$ cat config.mk
export PLATFORM = sky130hd
export DESIGN_NAME = regfile_multiport_flat
export DESIGN_NICKNAME = d
export VERILOG_FILES = /design/src/rtl/regfile_multiport_if.sv /design/src/rtl/regfile_multiport.sv /design/src/flat_wrapper.sv
export SDC_FILE = /design/constraint.sdc
export NUM_CORES = 2
export LEC_CHECK = 0
export BUFFER_PORTS_ARGS = -buffer_cell sky130_fd_sc_hd__buf_2
export CAP_MARGIN = 0
export CORE_MARGIN = 10
export CORE_UTILIZATION = 57
export CTS_BUF_LIST = sky130_fd_sc_hd__clkbuf_16
export CTS_CLUSTER_DIAMETER = 100
export DETAILED_ROUTE_END_ITERATION = 8
export PLACE_DENSITY = 0.74
export SLEW_MARGIN = 15
export SYNTH_ARGS = -nofsm -noshare
export SYNTH_HDL_FRONTEND = slang
export SYNTH_SLANG_ARGS = --single-unit
$ cat constraint.sdc
create_clock -name clk -period 6.4 [get_ports clk]
set_input_delay 0 -clock clk [delete_from_list [all_inputs] [get_ports clk]]
set_output_delay 0 -clock clk [all_outputs]
set_load 0.05 [all_outputs]
$ cat src/rtl/regfile_multiport_if.sv
// Bundle of the register file's read and write ports between decode/writeback (master)
// and the register file (slave).
interface regfile_multiport_if #(
    parameter int DATA_W = 32,
    parameter int ADDR_W = 5
);
    logic              reg_write_en;
    logic [ADDR_W-1:0] reg_write_dest;
    logic [DATA_W-1:0] reg_write_data;
    logic              reg_write_en_2;
    logic [ADDR_W-1:0] reg_write_dest_2;
    logic [DATA_W-1:0] reg_write_data_2;
    logic [ADDR_W-1:0] reg_read_addr_1;
    logic [DATA_W-1:0] reg_read_data_1;
    logic [ADDR_W-1:0] reg_read_addr_2;
    logic [DATA_W-1:0] reg_read_data_2;
    logic              ready;

    modport master (
        output reg_write_en, reg_write_dest, reg_write_data,
        output reg_write_en_2, reg_write_dest_2, reg_write_data_2,
        output reg_read_addr_1, reg_read_addr_2,
        input  reg_read_data_1, reg_read_data_2, ready
    );

    modport slave (
        input  reg_write_en, reg_write_dest, reg_write_data,
        input  reg_write_en_2, reg_write_dest_2, reg_write_data_2,
        input  reg_read_addr_1, reg_read_addr_2,
        output reg_read_data_1, reg_read_data_2, ready
    );
endinterface

$ cat src/rtl/regfile_multiport.sv
// Two-read/two-write register file with a post-reset initialisation sweep and an
// optional write-to-read bypass.
module regfile_multiport #(
    parameter int DATA_W    = 32,
    parameter int ADDR_W    = 5,
    parameter int INIT_MODE = 1,
    parameter int BYPASS    = 1,
    parameter int ZERO_REG  = 1
) (
    input logic                 clk,
    input logic                 reset,
    regfile_multiport_if.slave  bus
);
    localparam int DEPTH = 1 << ADDR_W;
    localparam logic [ADDR_W:0] LAST_IDX = (ADDR_W + 1)'(DEPTH - 1);

    typedef enum logic {INIT, RUN} state_t;

    state_t            state;
    logic [ADDR_W:0]   init_cnt;
    logic              ready_q;
    logic [DATA_W-1:0] mem [DEPTH];
    logic [ADDR_W-1:0] init_idx;
    logic [DATA_W-1:0] init_val;

    assign init_idx = init_cnt[ADDR_W-1:0];
    assign init_val = (INIT_MODE == 1) ? DATA_W'(init_idx) : '0;
    assign bus.ready = ready_q;

    // NOTE: state registers use non-blocking assignments so every always_ff sees
    // pre-edge values regardless of evaluation order.
    always_ff @(posedge clk) begin
        if (reset) begin
            state    <= INIT;
            init_cnt <= '0;
            ready_q  <= 1'b0;
        end else begin
            case (state)
                INIT: begin
                    init_cnt <= init_cnt + 1'b1;
                    if (init_cnt == LAST_IDX) begin
                        state   <= RUN;
                        ready_q <= 1'b1;
                    end
                end
                default: ;
            endcase
        end
    end

    // NOTE: the storage array has no reset branch; the sweep loads it instead, which
    // keeps it mappable to plain flops or RAM without a reset tree.
    always_ff @(posedge clk) begin
        if (!reset) begin
            if (state == INIT) begin
                mem[init_idx] <= init_val;
            end else begin
                // Port B is written last so it wins a same-address collision.
                if (bus.reg_write_en && !(ZERO_REG == 1 && bus.reg_write_dest == '0))
                    mem[bus.reg_write_dest] <= bus.reg_write_data;
                if (bus.reg_write_en_2 && !(ZERO_REG == 1 && bus.reg_write_dest_2 == '0))
                    mem[bus.reg_write_dest_2] <= bus.reg_write_data_2;
            end
        end
    end

    function automatic logic [DATA_W-1:0] read_port(
        input logic [ADDR_W-1:0] addr,
        input logic              rdy,
        input logic              we_a,
        input logic [ADDR_W-1:0] dest_a,
        input logic [DATA_W-1:0] data_a,
        input logic              we_b,
        input logic [ADDR_W-1:0] dest_b,
        input logic [DATA_W-1:0] data_b,
        input logic [DATA_W-1:0] stored
    );
        if (!rdy)                                 return '0;
        if (ZERO_REG == 1 && addr == '0)          return '0;
        if (BYPASS == 1 && we_b && dest_b == addr) return data_b;
        if (BYPASS == 1 && we_a && dest_a == addr) return data_a;
        return stored;
    endfunction

    // NOTE: purely combinational read path; every output is assigned on every path
    // through the function, so no latch is inferred.
    always_comb begin
        bus.reg_read_data_1 = read_port(bus.reg_read_addr_1, ready_q,
            bus.reg_write_en, bus.reg_write_dest, bus.reg_write_data,
            bus.reg_write_en_2, bus.reg_write_dest_2, bus.reg_write_data_2,
            mem[bus.reg_read_addr_1]);
        bus.reg_read_data_2 = read_port(bus.reg_read_addr_2, ready_q,
            bus.reg_write_en, bus.reg_write_dest, bus.reg_write_data,
            bus.reg_write_en_2, bus.reg_write_dest_2, bus.reg_write_data_2,
            mem[bus.reg_read_addr_2]);
    end
endmodule

$ cat src/flat_wrapper.sv
// flat-port wrapper written by rule: the top's interface ports become plain ports
module regfile_multiport_flat 
#(
    parameter int DATA_W    = 32,
    parameter int ADDR_W    = 5,
    parameter int INIT_MODE = 1,
    parameter int BYPASS    = 1,
    parameter int ZERO_REG  = 1
)
  (clk, reset, bus_reg_write_en, bus_reg_write_dest, bus_reg_write_data, bus_reg_write_en_2, bus_reg_write_dest_2, bus_reg_write_data_2, bus_reg_read_addr_1, bus_reg_read_addr_2, bus_reg_read_data_1, bus_reg_read_data_2, bus_ready);
  regfile_multiport_if #(.DATA_W(DATA_W), .ADDR_W(ADDR_W)) bus_i ();
  input logic clk;
  input logic reset;
  input wire logic [$bits(bus_i.reg_write_en)-1:0] bus_reg_write_en;
  input wire logic [$bits(bus_i.reg_write_dest)-1:0] bus_reg_write_dest;
  input wire logic [$bits(bus_i.reg_write_data)-1:0] bus_reg_write_data;
  input wire logic [$bits(bus_i.reg_write_en_2)-1:0] bus_reg_write_en_2;
  input wire logic [$bits(bus_i.reg_write_dest_2)-1:0] bus_reg_write_dest_2;
  input wire logic [$bits(bus_i.reg_write_data_2)-1:0] bus_reg_write_data_2;
  input wire logic [$bits(bus_i.reg_read_addr_1)-1:0] bus_reg_read_addr_1;
  input wire logic [$bits(bus_i.reg_read_addr_2)-1:0] bus_reg_read_addr_2;
  output wire logic [$bits(bus_i.reg_read_data_1)-1:0] bus_reg_read_data_1;
  output wire logic [$bits(bus_i.reg_read_data_2)-1:0] bus_reg_read_data_2;
  output wire logic [$bits(bus_i.ready)-1:0] bus_ready;
  assign bus_i.reg_write_en = bus_reg_write_en;
  assign bus_i.reg_write_dest = bus_reg_write_dest;
  assign bus_i.reg_write_data = bus_reg_write_data;
  assign bus_i.reg_write_en_2 = bus_reg_write_en_2;
  assign bus_i.reg_write_dest_2 = bus_reg_write_dest_2;
  assign bus_i.reg_write_data_2 = bus_reg_write_data_2;
  assign bus_i.reg_read_addr_1 = bus_reg_read_addr_1;
  assign bus_i.reg_read_addr_2 = bus_reg_read_addr_2;
  assign bus_reg_read_data_1 = bus_i.reg_read_data_1;
  assign bus_reg_read_data_2 = bus_i.reg_read_data_2;
  assign bus_ready = bus_i.ready;
  regfile_multiport #(.DATA_W(DATA_W), .ADDR_W(ADDR_W), .INIT_MODE(INIT_MODE), .BYPASS(BYPASS), .ZERO_REG(ZERO_REG)) u_core (.clk(clk), .reset(reset), .bus(bus_i));
endmodule
* Word level (Yosys, flattened, before mapping)
Memory sizes are Yosys's and may differ from the RTL's. Cells that the tools add are included.
Storage, ports and cells: register bits after elaboration 8, latch bits 0, RAM bits 1024, memory bits (read-only) 0, input port bits 88, logic and storage cells 74, memories kept 1
Cells by class: add/subtract/negate cells 1, $mul 0, divide/modulo/power cells 0, $lt $le $gt $ge 0, equality and inequality tests 5, shift operators 0, muxes and demuxes 49, bitwise gates (word level) 1, reduce and logical (&&, ||, !) cells 14
Memories:
- u_core.mem | depth 32, width 32, rd ports 2, clocked after memory_dff 0, wr ports 2, line regfile_multiport.sv:22 | logic [DATA_W-1:0] mem [DEPTH];
Operators with widths (count):
- 32-bit 2-to-1 mux | 16
- 1-bit 2-to-1 mux | 32
- 32-bit OR reduction | 1
- 5-bit == test | 4
- 5-bit logical NOT | 4
- 6-bit by 1-bit adder with 6-bit output, second input constant | 1
- 6-bit by 5-bit == test with 1-bit output, second input constant | 1
- 1-bit logical AND | 6
- 5-bit 2-to-1 mux | 1
- 1-bit logical NOT | 2
- 2-bit AND reduction | 1
- 1-bit NOT | 1

* Logic depth before layout (Yosys ltp)
depth after elaboration 12, depth in mapped cells 9, depth with buffers taken out 5

* Least setup slack after synthesis
No wires, ideal clock.
path type reg-to-reg, start reg u_core.state, end mem u_core.mem[5][0] (enable), library setup time 0.466 ns, arrival time 3.779 ns, slack 2.155 ns, cell stages (with the launch flop) 9, period minus slack after synthesis 4.245 ns, cell sequence dfxtp_1 > and3b_1 > clkbuf_1 > o21a_1 > buf_6 > buf_8 > mux2_4 > nand3_1 > o21ai_0
RTL lines:
- from (decl) | line regfile_multiport.sv:19 | state_t state;
- from (signal assigned) | line regfile_multiport.sv:34 | state <= INIT;
- from (signal assigned) | line regfile_multiport.sv:42 | state <= RUN;
- to (decl) | line regfile_multiport.sv:22

==> insert_results.sql <==
INSERT INTO impl_metrics (metric_group, metric, value, unit) VALUES
('outcome', 'status', 'finished clean', ''),
('synthesis', 'postSynthNetCount', '5344', ''),
('timing', 'clock_skew', '0.0241', 'ns'),
('timing', 'rsz0062_at_grt', 'false', ''),
('synthesis', 'number_of_storage_elements_in_the_synthesis_netlist', '1032', ''),
('placed_design', 'gp_congestion', '0.934', ''),
('cts', 'tritoncts', 'done', ''),
('placed_design', 'placement.io_buffers', '152', ''),
('hold_path', 'hold_path.class', 'input port to register', ''),
('layout', 'utilization_after_layout', '0.622', ''),
('placed_design', 'dp_hpwl', '120', 'mm'),
('cts', 'clkSlewWorstSetupHoldPaths', '0.07', 'ns'),
('detailed_routing', 'drt-initial-drc-count', '7799', ''),
('global_routing', 'grt_pass1_wl', '295', 'mm'),
('worst_setup_path', 'timing.critical_path.cells', 'and3b_1 > o21a_2 > buf_4 > mux2_4 > nand3_1 > o21ai_4 > buf_4', ''),
('timing', 'setup-violations-final', '0', ''),
('global_routing', 'antenna_found_initial', '11', ''),
('floorplanning', 'core_area', '105000', 'sq um'),
('synthesis', 'synth_enable_flop_cells', '1024', ''),
('pwr', 'powerDensity', '228', 'nW/um^2'),
('run', 'cap_viol_max_count', '0', ''),
('detailed_routing', 'routedWlPerCell', '31.3', 'um'),
('synthesis', 'syn-instance-count', '5255', ''),
('synthesis', 'yosys_top_cell_area_share', '0.512', ''),
('pwr', 'peakVddDrop', '0.267', 'mV'),
('timing', 'max_freq', '229', 'MHz'),
('worst_setup_path', 'worst_path_most_repeated_cell', 'sky130_fd_sc_hd__buf_4', ''),
('worst_setup_path', 'worst_path_max_delay_cell', 'sky130_fd_sc_hd__o21ai_4', ''),
('global_routing', 'grt_pass1_vias', '46208', ''),
('synthesis', 'synth.lib_cells_used.distinct', '57', ''),
('layout', 'area_growth_syn_to_layout', '8.68', '%'),
('worst_setup_path', 'critPathBufInv', '2', ''),
('worst_setup_path', 'critical_path_class', 'register to register', ''),
('synthesis', 'synth_top_family_by_area', 'multiplexers', ''),
('timing', 'finalCriticalPeriod', '4.37', 'ns'),
('timing', 'min_period_over_period', '0.682', ''),
('timing', 'slew-limit-headroom', '0.126', ''),
('global_routing', 'grtUsageTotal', '0.335', ''),
('detailed_routing', 'ant_nets', '0', ''),
('worst_setup_path', 'worstSetupEndpointType', 'register', ''),
('worst_setup_path', 'worstPathMaxFanout', '27', ''),
('worst_setup_path', 'cp.arrival', '4.74', 'ns'),
('synthesis', 'syn_area_per_cell', '11.4', 'sq um'),
('synthesis', 'synth-warning-count', '0', ''),
('synthesis', 'synth_area_leaders', 'sky130_fd_sc_hd__edfxtp_1 (51%), sky130_fd_sc_hd__mux4_2 (17%), sky130_fd_sc_hd__o21ai_0 (7.5%), sky130_fd_sc_hd__nand2_1 (6.4%), sky130_fd_sc_hd__clkbuf_1 (3.0%)', ''),
('layout', 'drive_gt1_frac', '0.203', ''),
('floorplanning', 'die_width', '345', 'um'),
('synthesis', 'synth.cell_area', '60100', 'sq um'),
('cts', 'cts_made_buffers', '106', ''),
('worst_setup_path', 'critical_path.startpoint_type', 'register', ''),
('pwr', 'p_leak', '0.0199', 'uW'),
('cts', 'cts_root_buf', 'sky130_fd_sc_hd__clkbuf_16', ''),
('detailed_routing', 'total_via_count_in_the_routed_design', '46729', ''),
('layout', 'design.final.nets', '5082', ''),
('worst_setup_path', 'critical-path-top-delay-family', 'compound AO/OA/AOI/OAI gates', ''),
('floorplanning', 'fp-row-count', '119', ''),
('floorplanning', 'floorplan.die_area', '119000', 'sq um'),
('worst_setup_path', 'required_time_at_the_endpoint_of_the_critical_path', '6.78', 'ns'),
('synthesis', 'synth_largest_area_cell', 'sky130_fd_sc_hd__edfxtp_1', ''),
('timing', 'drv_slew', '0', ''),
('synthesis', 'synth-compound-area-share', '0.134', ''),
('detailed_routing', 'routed_wl', '203', 'mm'),
('cts', 'clock_insertion_delay_worst_skew', '0.71', 'ns'),
('floorplanning', 'floorplan.initialDensity', '0.573', ''),
('global_routing', 'grt_max_degree', '123', ''),
('synthesis', 'synth.yosys.seq_area_share', '0.514', ''),
('detailed_routing', 'dr.pass1.iters', '9', ''),
('timing', 'final.setup.tns', '0', 'ns'),
('synthesis', 'post_synthesis_mux_area_share', '0.204', ''),
('cts', 'cts_post_setup_buffers_inserted', '0', ''),
('timing', 'worst_slew_pin_slew', '1.28', 'ns');
==> final cells by class <==
type                            instances  area (sq um)
Fill cell                            7807         39600
Sequential cell                      1032         30900
Multi-Input combinational cell       3521         27100
Clock buffer                          110          2750
Timing Repair Buffer                  291          2040
Tap cell                             1391          1740
Clock inverter                         85           657
Inverter                               41           154
Antenna cell                            6          15.0
==> power by group <==
group | switching [uW] | leakage [uW] | total (uW) | internal [uW]
Clock | 2720 | 0.00175 | 6220 | 3500
Sequential | 25.0 | 0.00826 | 7410 | 7390
Combinational | 864 | 0.00993 | 1290 | 430
==> through the flow <==
stage                     area [sq um]  power (uW)  setup slack [ns]  std cells  hold slack, ns
final                            65300       14900              2.03       6477          0.0177
after detailed placement         61600        8780              2.28       6254           0.339
after floorplan                  60100        8340              2.15       5255           0.278
after global routing             65300       15200              2.02       6472          0.0238
after CTS                        65200       14800              2.27       6465         0.00106
after global placement           61600        8760              2.37       6254           0.330
==> cell usage after synthesis, drive strengths merged (36+ instances only) <==
master / count
a21oi: 158
a22oi: 131
buf: 182
clkbuf: 479
edfxtp: 1024
inv: 41
mux2: 63
mux2i: 139
mux4: 448
nand2: 1029
nand2b: 36
nand3: 46
nor2: 224
o21ai: 933
o22ai: 62
==> routing by layer <==
metal | up-vias | wire length [um] | global-route usage
met5 | - | 30 | 0
met4 | 6 | 12900 | 0.196
met3 | 821 | 32300 | 0.114
met2 | 4083 | 92400 | 0.513
met1 | 22558 | 65300 | 0.413
li1 | 19261 | - | -
==> flip-flops by register name, indices dropped and copies added, names as in the netlist <==
register          cells
u_core.bus.ready      1
u_core.init_cnt       6
u_core.mem         1024
u_core.state          1
==> repair_timing <==
item / 4_1_cts / 5_1_grt
endpoints found under the setup margin: 0 / 0
resized for setup: 0 / 0
hold buffers: 16 / 2
endpoints found under the hold margin: 141 / 2
==> cells by family after synthesis <==
family                     count (synthesis)
buffers and inverters                    702
AOI/OAI and AO/OA                       1425
xor gates and xnor gates                  24
DFF                                     1032
adders and majority gates                  1
muxes                                    650
and+or+nand+nor                         1421
==> layout by cell type, fill, tap and decap left out, types with 41 or more instances in the layout <==
master                         n
sky130_fd_sc_hd__a21oi_1     157
sky130_fd_sc_hd__a22oi_1     131
sky130_fd_sc_hd__buf_2       145
sky130_fd_sc_hd__buf_4       113
sky130_fd_sc_hd__clkbuf_16   110
sky130_fd_sc_hd__edfxtp_1   1024
sky130_fd_sc_hd__inv_1        62
sky130_fd_sc_hd__mux2_2       62
sky130_fd_sc_hd__mux2i_1     133
sky130_fd_sc_hd__mux4_2      448
sky130_fd_sc_hd__nand2_1    1021
sky130_fd_sc_hd__nand3_1      41
sky130_fd_sc_hd__nor2_1      205
sky130_fd_sc_hd__o21ai_0     889
sky130_fd_sc_hd__o22ai_1      62
==> worst reg2reg max path: cells and delay by family, from the launching register on <==
family,cells,cell delay [ns]
AOI/OAI and AO/OA,2,1.36
buffers and inverters,2,1.01
and+or+nand+nor,2,0.77
DFF,1,0.60
muxes,1,0.30
==> final timing paths <==
| check | start | end | slack (ns) | cells past startpoint |
|---|---|---|---|---|
| worst min-delay path | bus_reg_write_data[4] | u_core.mem[13][4] | 0.02 | 3 |
| worst max-delay path | u_core.state | u_core.mem[7][10] | 2.03 | 7 |
| worst min register to register | u_core.init_cnt[5] | u_core.init_cnt[5] | 0.50 | 2 |
| worst max register to register | u_core.state | u_core.mem[7][10] | 2.03 | 7 |
(Power assumes the default switching activity.)
